**src/rtl/fb_write_arbiter.sv**
```systemverilog
`default_nettype none
// ============================================================================
// Module  : fb_write_arbiter
// Brief   : Round-robin merge of queued CPU pixel writes and a linear fill
//           engine onto a single registered frame buffer write port.
// Rev     : 1.0  initial release
// ============================================================================
module fb_write_arbiter #(
  parameter int CPU_FIFO_DEPTH = 4,
  parameter int PIX_PER_PLANE  = 98304
) (
  input  logic        clk,
  input  logic        rst,
  input  logic        cpu_req_valid,
  output logic        cpu_req_ready,
  input  logic [19:0] cpu_req_addr,
  input  logic        cpu_req_data,
  input  logic        fill_start,
  input  logic [19:0] fill_base,
  input  logic [16:0] fill_count,
  input  logic        fill_data,
  output logic        fill_busy,
  output logic        fill_done,
  output logic        arb_we,
  output logic [19:0] arb_addr,
  output logic        arb_din
);

  localparam int          c_PTR_W    = $clog2(CPU_FIFO_DEPTH);
  localparam logic [17:0] c_PIX_LIM  = 18'(PIX_PER_PLANE);
  localparam logic [16:0] c_PIX_LAST = 17'(PIX_PER_PLANE - 1);

  typedef enum logic [1:0] {
    ST_IDLE = 2'd0,
    ST_RUN  = 2'd1,
    ST_DONE = 2'd2
  } fill_state_t;

  // --------------------------------------------------------------------------
  // CPU write FIFO: {addr, data} entries, extra pointer bit separates full/empty
  // --------------------------------------------------------------------------
  logic [20:0]        r_fifo_mem [CPU_FIFO_DEPTH];
  logic [c_PTR_W:0]   r_wr_ptr;
  logic [c_PTR_W:0]   r_rd_ptr;
  logic               r_live;
  logic               w_fifo_empty;
  logic               w_fifo_full;
  logic               w_push;
  logic               w_pop;
  logic [20:0]        w_fifo_head;

  assign w_fifo_empty = (r_wr_ptr == r_rd_ptr);
  assign w_fifo_full  = (r_wr_ptr[c_PTR_W] != r_rd_ptr[c_PTR_W]) &&
                        (r_wr_ptr[c_PTR_W-1:0] == r_rd_ptr[c_PTR_W-1:0]);
  assign w_fifo_head  = r_fifo_mem[r_rd_ptr[c_PTR_W-1:0]];

  // r_live holds ready low until the first edge after reset is released
  assign cpu_req_ready = r_live && !w_fifo_full;
  assign w_push        = cpu_req_valid && cpu_req_ready;

  always_ff @(posedge clk or posedge rst) begin
    if (rst) begin
      r_live   <= 1'b0;
      r_wr_ptr <= '0;
      r_rd_ptr <= '0;
    end else begin
      r_live <= 1'b1;
      if (w_push) begin
        r_wr_ptr <= r_wr_ptr + 1'b1;
      end
      if (w_pop) begin
        r_rd_ptr <= r_rd_ptr + 1'b1;
      end
    end
  end

  always_ff @(posedge clk) begin
    if (w_push) begin
      r_fifo_mem[r_wr_ptr[c_PTR_W-1:0]] <= {cpu_req_addr, cpu_req_data};
    end
  end

  // --------------------------------------------------------------------------
  // Fill engine
  // --------------------------------------------------------------------------
  fill_state_t  r_state;
  fill_state_t  w_state_nxt;
  logic [2:0]   r_fill_plane;
  logic [16:0]  r_fill_pix;
  logic [16:0]  r_fill_left;
  logic         r_fill_data;
  logic         w_fill_ok;
  logic         w_fill_accept;
  logic         w_gnt_cpu;
  logic         w_gnt_fill;

  assign w_fill_ok     = (fill_count != 17'd0) && ({1'b0, fill_base[16:0]} < c_PIX_LIM);
  assign w_fill_accept = (r_state == ST_IDLE) && fill_start && w_fill_ok;

  always_ff @(posedge clk or posedge rst) begin
    if (rst) begin
      r_state <= ST_IDLE;
    end else begin
      r_state <= w_state_nxt;
    end
  end

  always_comb begin
    w_state_nxt = r_state;
    case (r_state)
      ST_IDLE: begin
        if (fill_start) begin
          w_state_nxt = w_fill_ok ? ST_RUN : ST_DONE;
        end
      end
      ST_RUN: begin
        if (w_gnt_fill && (r_fill_left == 17'd1)) begin
          w_state_nxt = ST_DONE;
        end
      end
      ST_DONE: w_state_nxt = ST_IDLE;
      default: w_state_nxt = ST_IDLE;
    endcase
  end

  always_ff @(posedge clk or posedge rst) begin
    if (rst) begin
      r_fill_plane <= '0;
      r_fill_pix   <= '0;
      r_fill_left  <= '0;
      r_fill_data  <= 1'b0;
    end else if (w_fill_accept) begin
      r_fill_plane <= fill_base[19:17];
      r_fill_pix   <= fill_base[16:0];
      r_fill_left  <= fill_count;
      r_fill_data  <= fill_data;
    end else if (w_gnt_fill) begin
      r_fill_pix  <= (r_fill_pix == c_PIX_LAST) ? 17'd0 : r_fill_pix + 17'd1;
      r_fill_left <= r_fill_left - 17'd1;
    end
  end

  assign fill_busy = (r_state == ST_RUN);
  assign fill_done = (r_state == ST_DONE);

  // --------------------------------------------------------------------------
  // Arbitration: r_rr_fill set means the fill wins the next contended cycle
  // --------------------------------------------------------------------------
  logic w_cpu_pend;
  logic w_fill_pend;
  logic r_rr_fill;

  assign w_cpu_pend  = !w_fifo_empty;
  assign w_fill_pend = (r_state == ST_RUN);
  assign w_gnt_cpu   = w_cpu_pend && (!w_fill_pend || !r_rr_fill);
  assign w_gnt_fill  = w_fill_pend && (!w_cpu_pend || r_rr_fill);
  assign w_pop       = w_gnt_cpu;

  always_ff @(posedge clk or posedge rst) begin
    if (rst) begin
      r_rr_fill <= 1'b0;
    end else if (w_cpu_pend && w_fill_pend) begin
      r_rr_fill <= w_gnt_cpu;
    end
  end

  // --------------------------------------------------------------------------
  // Registered write port; address and data hold when nothing is granted
  // --------------------------------------------------------------------------
  logic        r_arb_we;
  logic [19:0] r_arb_addr;
  logic        r_arb_din;

  always_ff @(posedge clk or posedge rst) begin
    if (rst) begin
      r_arb_we   <= 1'b0;
      r_arb_addr <= '0;
      r_arb_din  <= 1'b0;
    end else begin
      r_arb_we <= w_gnt_cpu || w_gnt_fill;
      if (w_gnt_cpu) begin
        r_arb_addr <= w_fifo_head[20:1];
        r_arb_din  <= w_fifo_head[0];
      end else if (w_gnt_fill) begin
        r_arb_addr <= {r_fill_plane, r_fill_pix};
        r_arb_din  <= r_fill_data;
      end
    end
  end

  assign arb_we   = r_arb_we;
  assign arb_addr = r_arb_addr;
  assign arb_din  = r_arb_din;

endmodule
`default_nettype wire

```
**config.mk**
```make
export PLATFORM = sky130hd
export DESIGN_NAME = fb_write_arbiter
export DESIGN_NICKNAME = d
export VERILOG_FILES = /design/src/rtl/fb_write_arbiter.sv
export SDC_FILE = /design/constraint.sdc
export NUM_CORES = 1
export LEC_CHECK = 0
export CAP_MARGIN = 25
export CORE_ASPECT_RATIO = 1.75
export CORE_MARGIN = 2
export CORE_UTILIZATION = 55
export DETAILED_ROUTE_END_ITERATION = 6
export GPL_ROUTABILITY_DRIVEN = 0
export PLACE_DENSITY = 0.83
export RECOVER_POWER = 25
export SETUP_SLACK_MARGIN = 0.5
export SYNTH_ARGS = -nofsm -noshare
export SYNTH_HDL_FRONTEND = slang
export SYNTH_SLANG_ARGS = --single-unit
```
**constraint.sdc**
```tcl
create_clock -name clk -period 2.8 [get_ports clk]
set_input_delay 0.56 -clock clk [delete_from_list [all_inputs] [get_ports clk]]
set_output_delay 0.56 -clock clk [all_outputs]
set_load 0.02 [all_outputs]
```
==> flow_metrics.py, run 1 <==
metrics = {
    "layout": {
        "fin_area_um2": 8710,
        "fillCellCount": 797,
        "drive_gt1_share_pct": 14.8,
        "areaGrowthSynthToFinish_pct": 26.9,
        "antenna_cells": 0,
        "fin_nets": 686,
        "final_util_pct": 70.8,
        "multi_input_area_um2": 2450,
        "seq_area_um2": 4280,
    },
    "clock_tree": {
        "cts.htree.levels": 4,
        "cts_buffer_depth": 2,
        "ctsHoldBuffers": 0,
        "cts_buffers": 17,
        "root_buffer": "clkbuf_16",
        "cts.sinks": 154,
        "clk_pin_slew_ns": 0.06,
        "insertion_delay_ns": 0.43,
        "cts_tree": "done",
    },
    "detailed_routing": {
        "viasPerCell": 6.12,
        "vias": 4871,
        "avgRoutedWirePerCell_um": 21.0,
        "wl_um": 16800,
        "drc_errors": 0,
        "ant_nets": 0,
        "dr.pass1.iters": 5,
        "drt_iter0_markers": 407,
    },
    "global_routing": {
        "grt_pass1_vias": 5076,
        "grt.total_usage_pct": 26.1,
        "grt_pass1_wl_um": 25700,
        "grt-ovfl-total": 0,
        "grt_max_degree": 33,
        "antenna_found_initial": 0,
    },
    "logic_synthesis": {
        "syn_inst": 507,
        "ys.flop_type": "edfxtp_1",
        "synth_edf_count": 84,
        "synth.avg_cell_area_um2": 13.5,
        "synth_cell_type_count": 57,
        "synth_seq_area_share_pct": 62.3,
        "synth_nets": 578,
        "syn_area_um2": 6860,
        "synth-seq-cells": 154,
        "ys.warnings.count": 0,
        "async_flop_share_pct": 45.5,
    },
    "timing": {
        "max_freq_mhz": 420,
        "tightest_slew_ns": 0.602,
        "setup_ws_ns": 0.418,
        "setup-tns-final_ns": 0,
        "slew_violations": 0,
        "rsz0062_at_grt": "true",
        "skew_ns": 0.0127,
        "finalCritPeriodShare_pct": 85.1,
        "finalHoldViolCount": 0,
        "setup_viol": 0,
        "max_slew_margin_pct": 59.8,
        "whs_ns": 0.486,
        "finalCriticalPeriod_ns": 2.38,
    },
    "power_and_ir_drop": {
        "ir_drop_uv": 506,
        "cellLeakagePower_nw": 3.30,
        "power.density_nw_per_um2": 1010,
    },
    "job": {
        "max_cap_violations": 0,
    },
    "place": {
        "place_area_um2": 8030,
        "portBuffers": 87,
        "hpwl_um": 11400,
        "dp_worst_setup_slack_ns": 0.160,
    },
    "worst_setup_path": {
        "cp-end-kind": "output port",
        "critical_path.max_stage_delay_ns": 0.49,
        "worst-setup-path-type": "flip-flop to output port",
        "worstPathMaxFanout": 6,
        "critPathTopFamily": "flip-flops",
        "crit_required_ns": 2.24,
        "cp-start-kind": "flip-flop",
        "crit_buf_inv": 1,
        "cp.arrival_ns": 1.82,
        "critPathSlowestCell": "dfrtp_1",
        "crit_chain": "xnor2_4 > nand2_1 > o21a_1 > dlygate4sd2_1",
    },
    "die": {
        "die_h_um": 152,
        "die_w_um": 88.4,
        "pin_count": 88,
        "initial_core_util_pct": 55.8,
        "fp.dieArea_um2": 13400,
        "core_area_um2": 12300,
        "fp-row-count": 54,
    },
    "outcome": {
        "outcome": "finished clean",
    },
    "hold_path": {
        "hp-class": "flip-flop to flip-flop",
    },
}
[power by group]
group | internal (W) | leakage (nW) | switching [W]
logic | 0.00151 | 1.39 | 0.00170
registers | 0.00287 | 1.62 | 0.000386
clock network | 0.00141 | 0.291 | 0.000926
total | 0.00579 | 3.30 | 0.00302
[logic make-up after synthesis]
family / after synthesis / share of synthesized area (%)
XOR/XNOR: 14 / 2.28
buffers and inverters: 38 / 2.68
AO/OA/AOI/OAI: 97 / 9.88
other: 1 / 0.0547
adder cells (fa/ha/maj): 8 / 1.46
flip-flops: 154 / 62.3
multiplexers: 44 / 10.3
AND/OR/NAND/NOR: 151 / 11.1
[Yosys cell counts (7+ instances only)]
| library cell | instances | share of area [%] |
|---|---|---|
| o21ai_0 | 38 | 2.8 |
| and3_1 | 10 | 0.91 |
| mux2i_1 | 21 | 3.1 |
| nor2_1 | 13 | 0.71 |
| edfxtp_1 | 84 | 37 |
| a22oi_1 | 9 | 0.98 |
| inv_1 | 14 | 0.77 |
| nand2_1 | 68 | 3.7 |
| dfrtp_1 | 70 | 26 |
| a21oi_1 | 7 | 0.51 |
| nor3_1 | 7 | 0.51 |
| buf_2 | 11 | 0.80 |
| a221o_1 | 9 | 1.3 |
| nand3_1 | 18 | 1.3 |
| ha_1 | 8 | 1.5 |
| clkbuf_1 | 7 | 0.38 |
| mux4_2 | 21 | 6.9 |
[sequential cells by signal, indices dropped and copies added (netlist names)]
| signal | cells |
|---|---|
| r_rd_ptr | 3 |
| r_rr_fill | 1 |
| r_fill_data | 1 |
| arb_addr | 20 |
| r_fifo_mem | 84 |
| arb_din | 1 |
| r_wr_ptr | 3 |
| r_fill_pix | 17 |
| arb_we | 1 |
| r_fill_plane | 3 |
| r_state | 2 |
| r_fill_left | 17 |
| r_live | 1 |
[layout by cell type (no fill, tap or decap), types with 3 or more instances in the layout]
master	synthesis	routed
edfxtp_1	84	84
dfrtp_1	70	69
nand2_1	68	68
clkdlybuf4s50_1	0	64
o21ai_0	38	38
buf_4	3	22
mux4_2	21	21
mux2i_1	21	21
dlygate4sd3_1	0	21
nand3_1	18	18
clkbuf_16	0	17
inv_1	14	13
nor2_1	13	12
and3_1	10	10
a221o_1	9	9
a22oi_1	9	9
ha_1	8	8
a21oi_1	7	7
nand4_1	6	6
nor3_1	7	6
a32oi_1	6	6
xor2_1	6	6
nor4_1	6	5
nand2b_1	5	5
and2_1	5	5
xnor2_1	5	5
or3_1	4	4
o211ai_1	4	4
o311ai_0	4	4
clkinv_4	0	4
buf_12	0	4
xnor2_4	1	3
o21ai_1	3	3
bufinv_16	0	3
[worst reg2reg max path: cells and delay by family (launching register included)]
family | cells | cell delay [ns]
buffers and inverters | 3 | 0.71
DFF | 1 | 0.41
and+or+nand+nor | 2 | 0.30
AOI/OAI and AO/OA | 3 | 0.70
[worst paths after layout]
path,start,end,slack (ns),cells past startpoint
setup reg to reg,r_state[1],r_fill_pix[5],0.64,8
setup / recovery,r_wr_ptr[1],cpu_req_ready,0.42,4
max in group asynchronous,rst,r_fill_plane[2],1.61,3
hold reg to reg,arb_addr[7],arb_addr[7],0.49,2
hold / removal,arb_addr[7],arb_addr[7],0.49,2
min in group asynchronous,rst,r_fill_pix[0],0.55,2
[metal layers]
metal | track usage (%) | wire length (um) | up-vias
met4 | 15.8 | 909 | 0
met5 | 0 | 0 | -
met3 | 5.85 | 965 | 80
li1 | - | - | 2151
met1 | 28.7 | 5870 | 2405
met2 | 45.1 | 9010 | 235
[per-stage QoR]
stage          power (W)  instances
6_report         0.00881        796
5_1_grt          0.00919        796
4_1_cts          0.00870        791
3_5_place_dp     0.00629        759
3_3_place_gp     0.00615        759
2_1_floorplan    0.00528        507
[cell type report]
class | count | area share, %
Sequential cell | 154 | 49.1
Multi-Input combinational cell | 315 | 28.1
Timing Repair Buffer | 113 | 12.8
Clock buffer | 19 | 4.97
Tap cell | 168 | 2.41
Clock inverter | 13 | 1.95
Inverter | 14 | 0.647
[timing repair]
action / CTS / global route
endpoints found under the setup margin: 2 / 5
pin swaps: 0 / 2
setup buffers: 0 / 5
resized for setup: 4 / 4
Power figures use the tool's default switching activity.
==> run 2: changes to the inputs <==
--- a/config.mk
+++ b/config.mk
@@ -6,12 +6,15 @@
 export NUM_CORES = 1
 export LEC_CHECK = 0
 export CAP_MARGIN = 25
+export CELL_PAD_IN_SITES_DETAIL_PLACEMENT = 1
+export CELL_PAD_IN_SITES_GLOBAL_PLACEMENT = 1
 export CORE_ASPECT_RATIO = 1.75
 export CORE_MARGIN = 2
-export CORE_UTILIZATION = 55
+export CORE_UTILIZATION = 56
 export DETAILED_ROUTE_END_ITERATION = 6
+export DONT_BUFFER_PORTS = 1
 export GPL_ROUTABILITY_DRIVEN = 0
-export PLACE_DENSITY = 0.83
+export PLACE_DENSITY = 0.88
 export RECOVER_POWER = 25
 export SETUP_SLACK_MARGIN = 0.5
 export SYNTH_ARGS = -nofsm -noshare
==> constraint.sdc (replaced) <==
create_clock -name clk -period 2.76 [get_ports clk]
set_input_delay 0.552 -clock clk [delete_from_list [all_inputs] [get_ports clk]]
set_output_delay 0.552 -clock clk [all_outputs]
set_load 0.02 [all_outputs]
==> run 2 against run 1 <==
  * Power down 1.5%
  * Utilization down 6.2 points
  * Clock skew down 0.0012 ns
  * Largest cell class unchanged
  * Largest power group unchanged
==> flow_metrics.py, run 2 (synthesized netlist as in run 1, its figures left out) <==
metrics = {
    "power_and_ir_drop": {
        "p_switching_w": 0.00325,
        "p_int_w": 0.00543,
        "swShare_pct": 37.4,
        "pwr-share-clk_pct": 27.4,
        "pwr-share-comb_pct": 32.5,
        "ir_drop_uv": 636,
        "cellLeakagePower_nw": 2.91,
        "power.density_nw_per_um2": 1120,
        "pwr-share-seq_pct": 40.2,
    },
    "layout": {
        "final_cell_mix": "edfxtp_1 (84), nand2_1 (68), dfrtp_1 (68), o21ai_0 (38)",
        "antenna_cells": 0,
        "layout_commonest_cell": "edfxtp_1",
        "fillCellCount": 1089,
        "areaGrowthSynthToFinish_pct": 13.1,
        "drive_gt1_share_pct": 17.2,
        "largest_register_ffs": 84,
        "instances_no_fill": 699,
        "fin_nets": 592,
    },
    "timing": {
        "skew_ns": 0.0115,
        "slew_violations": 0,
        "max_slew_margin_pct": 42.4,
        "finalHoldViolCount": 0,
        "setup_viol": 0,
        "finalCritPeriodShare_pct": 79.7,
        "setup-tns-final_ns": 0,
        "tightest_slew_ns": 0.862,
        "max_freq_mhz": 454,
        "rsz0062_at_grt": "false",
        "finalCriticalPeriod_ns": 2.20,
    },
    "detailed_routing": {
        "dr.pass1.iters": 4,
        "viasPerCell": 6.45,
        "drt_iter0_markers": 194,
        "wl_um": 17800,
        "ant_nets": 0,
        "avgRoutedWirePerCell_um": 25.5,
        "vias": 4512,
        "drc_errors": 0,
    },
    "clock_tree": {
        "clk_pin_slew_ns": 0.07,
        "cts.sinks": 154,
        "cts.htree.levels": 4,
        "insertion_delay_ns": 0.43,
        "cts_tree": "done",
        "cts_buffers": 17,
        "cts_buffer_depth": 2,
        "root_buffer": "clkbuf_16",
    },
    "worst_setup_path": {
        "r2r_cells": 5,
        "reg2reg_from": "r_fill_left[11]",
        "cp.arrival_ns": 1.65,
        "worstPathMaxFanout": 5,
        "r2r-end": "r_state[1]",
        "worst-setup-path-type": "flip-flop to output port",
        "startpoint": "r_wr_ptr[0]",
        "ff2ff_setup_slack_ns": 0.61,
        "crit_buf_inv": 1,
        "critPathSlowestCell": "dfrtp_2",
        "critical_path.max_stage_delay_ns": 0.48,
        "crit_required_ns": 2.21,
        "crit_chain": "xnor2_4 > nand2_1 > o21a_1 > buf_4",
        "critPathTopFamily": "flip-flops",
        "cp-end-kind": "output port",
        "cp-start-kind": "flip-flop",
    },
    "global_routing": {
        "antenna_found_initial": 0,
        "grt_max_degree": 37,
        "grt.total_usage_pct": 28.5,
        "grt_pass1_vias": 4996,
        "grt_pass1_wl_um": 27300,
        "grt-ovfl-total": 0,
    },
    "place": {
        "hpwl_um": 11900,
        "portBuffers": 0,
        "dp.cells": 665,
    },
    "outcome": {
        "outcome": "finished clean",
    },
    "die": {
        "initial_core_util_pct": 57.2,
        "fp-row-count": 53,
        "core_area_um2": 12000,
        "pin_count": 88,
        "die_h_um": 150,
        "fp.dieArea_um2": 13200,
        "die_w_um": 87.7,
    },
    "job": {
        "max_cap_violations": 0,
    },
    "hold_path": {
        "hp-class": "primary input to async pin",
    },
}
-- run 2: layer usage --
layer	GRT usage, %	routed length, um
met3	8.00	944
met4	12.8	694
met2	50.2	9970
met1	31.2	6230
met5	0	0
-- run 2: worst max-delay path by stage --
| stage | end | slack, ns | cells past startpoint |
|---|---|---|---|
| after floorplan | r_fifo_mem[3][0] | 0.63 | 5 |
| after global placement | r_fifo_mem[1][14] | 0.40 | 4 |
| after detailed placement | r_fifo_mem[1][12] | 0.23 | 5 |
| after CTS | cpu_req_ready | 0.50 | 4 |
| after global routing | cpu_req_ready | 0.51 | 4 |
| final | cpu_req_ready | 0.56 | 4 |
-- run 2: layout make-up --
class | count | area, um^2 | share of cell area, %
clock buffers | 17 | 425 | 5.48
clock inverters | 15 | 169 | 2.18
inverters | 14 | 60.1 | 0.774
multi-input cells | 315 | 2430 | 31.4
flip-flops and latches | 154 | 4280 | 55.1
well taps | 165 | 206 | 2.66
repair buffers | 19 | 188 | 2.42
-- run 2: metrics by stage --
stage	area, um^2	hold slack [ns]	utilization, %	setup WS, ns	total power, W
after floorplan	6870	0.438	-	0.635	0.00536
after global placement	7100	0.453	59.2	0.404	0.00592
after detailed placement	7120	0.460	59.3	0.228	0.00612
after CTS	7730	0.171	64.4	0.503	0.00860
after global routing	7760	0.197	64.6	0.509	0.00904
final	7760	0.153	64.6	0.559	0.00868
-- run 2: power groups by stage --
stage	Combinational (W)	Clock [W]	Sequential (W)
finish	0.00282	0.00237	0.00349
global route	0.00303	0.00248	0.00353
CTS	0.00273	0.00240	0.00347
detailed placement	0.00263	0	0.00349
global placement	0.00248	0	0.00344
floorplan	0.00201	0	0.00335
-- run 2: worst reg2reg max path: stages (launching register included) --
cell and delay (ns):
dfrtp_1 0.47, nor3_1 0.34, nand2b_1 0.17, nor4_1 0.63, and4b_1 0.32, a32o_1 0.15
-- run 2: what timing repair did --
action	in CTS	in global routing
endpoints found under the setup margin	64	21
setup buffers	1	1
cloned	0	0
hold buffers	0	0
gates resized for setup	5	3
pin swaps	1	1
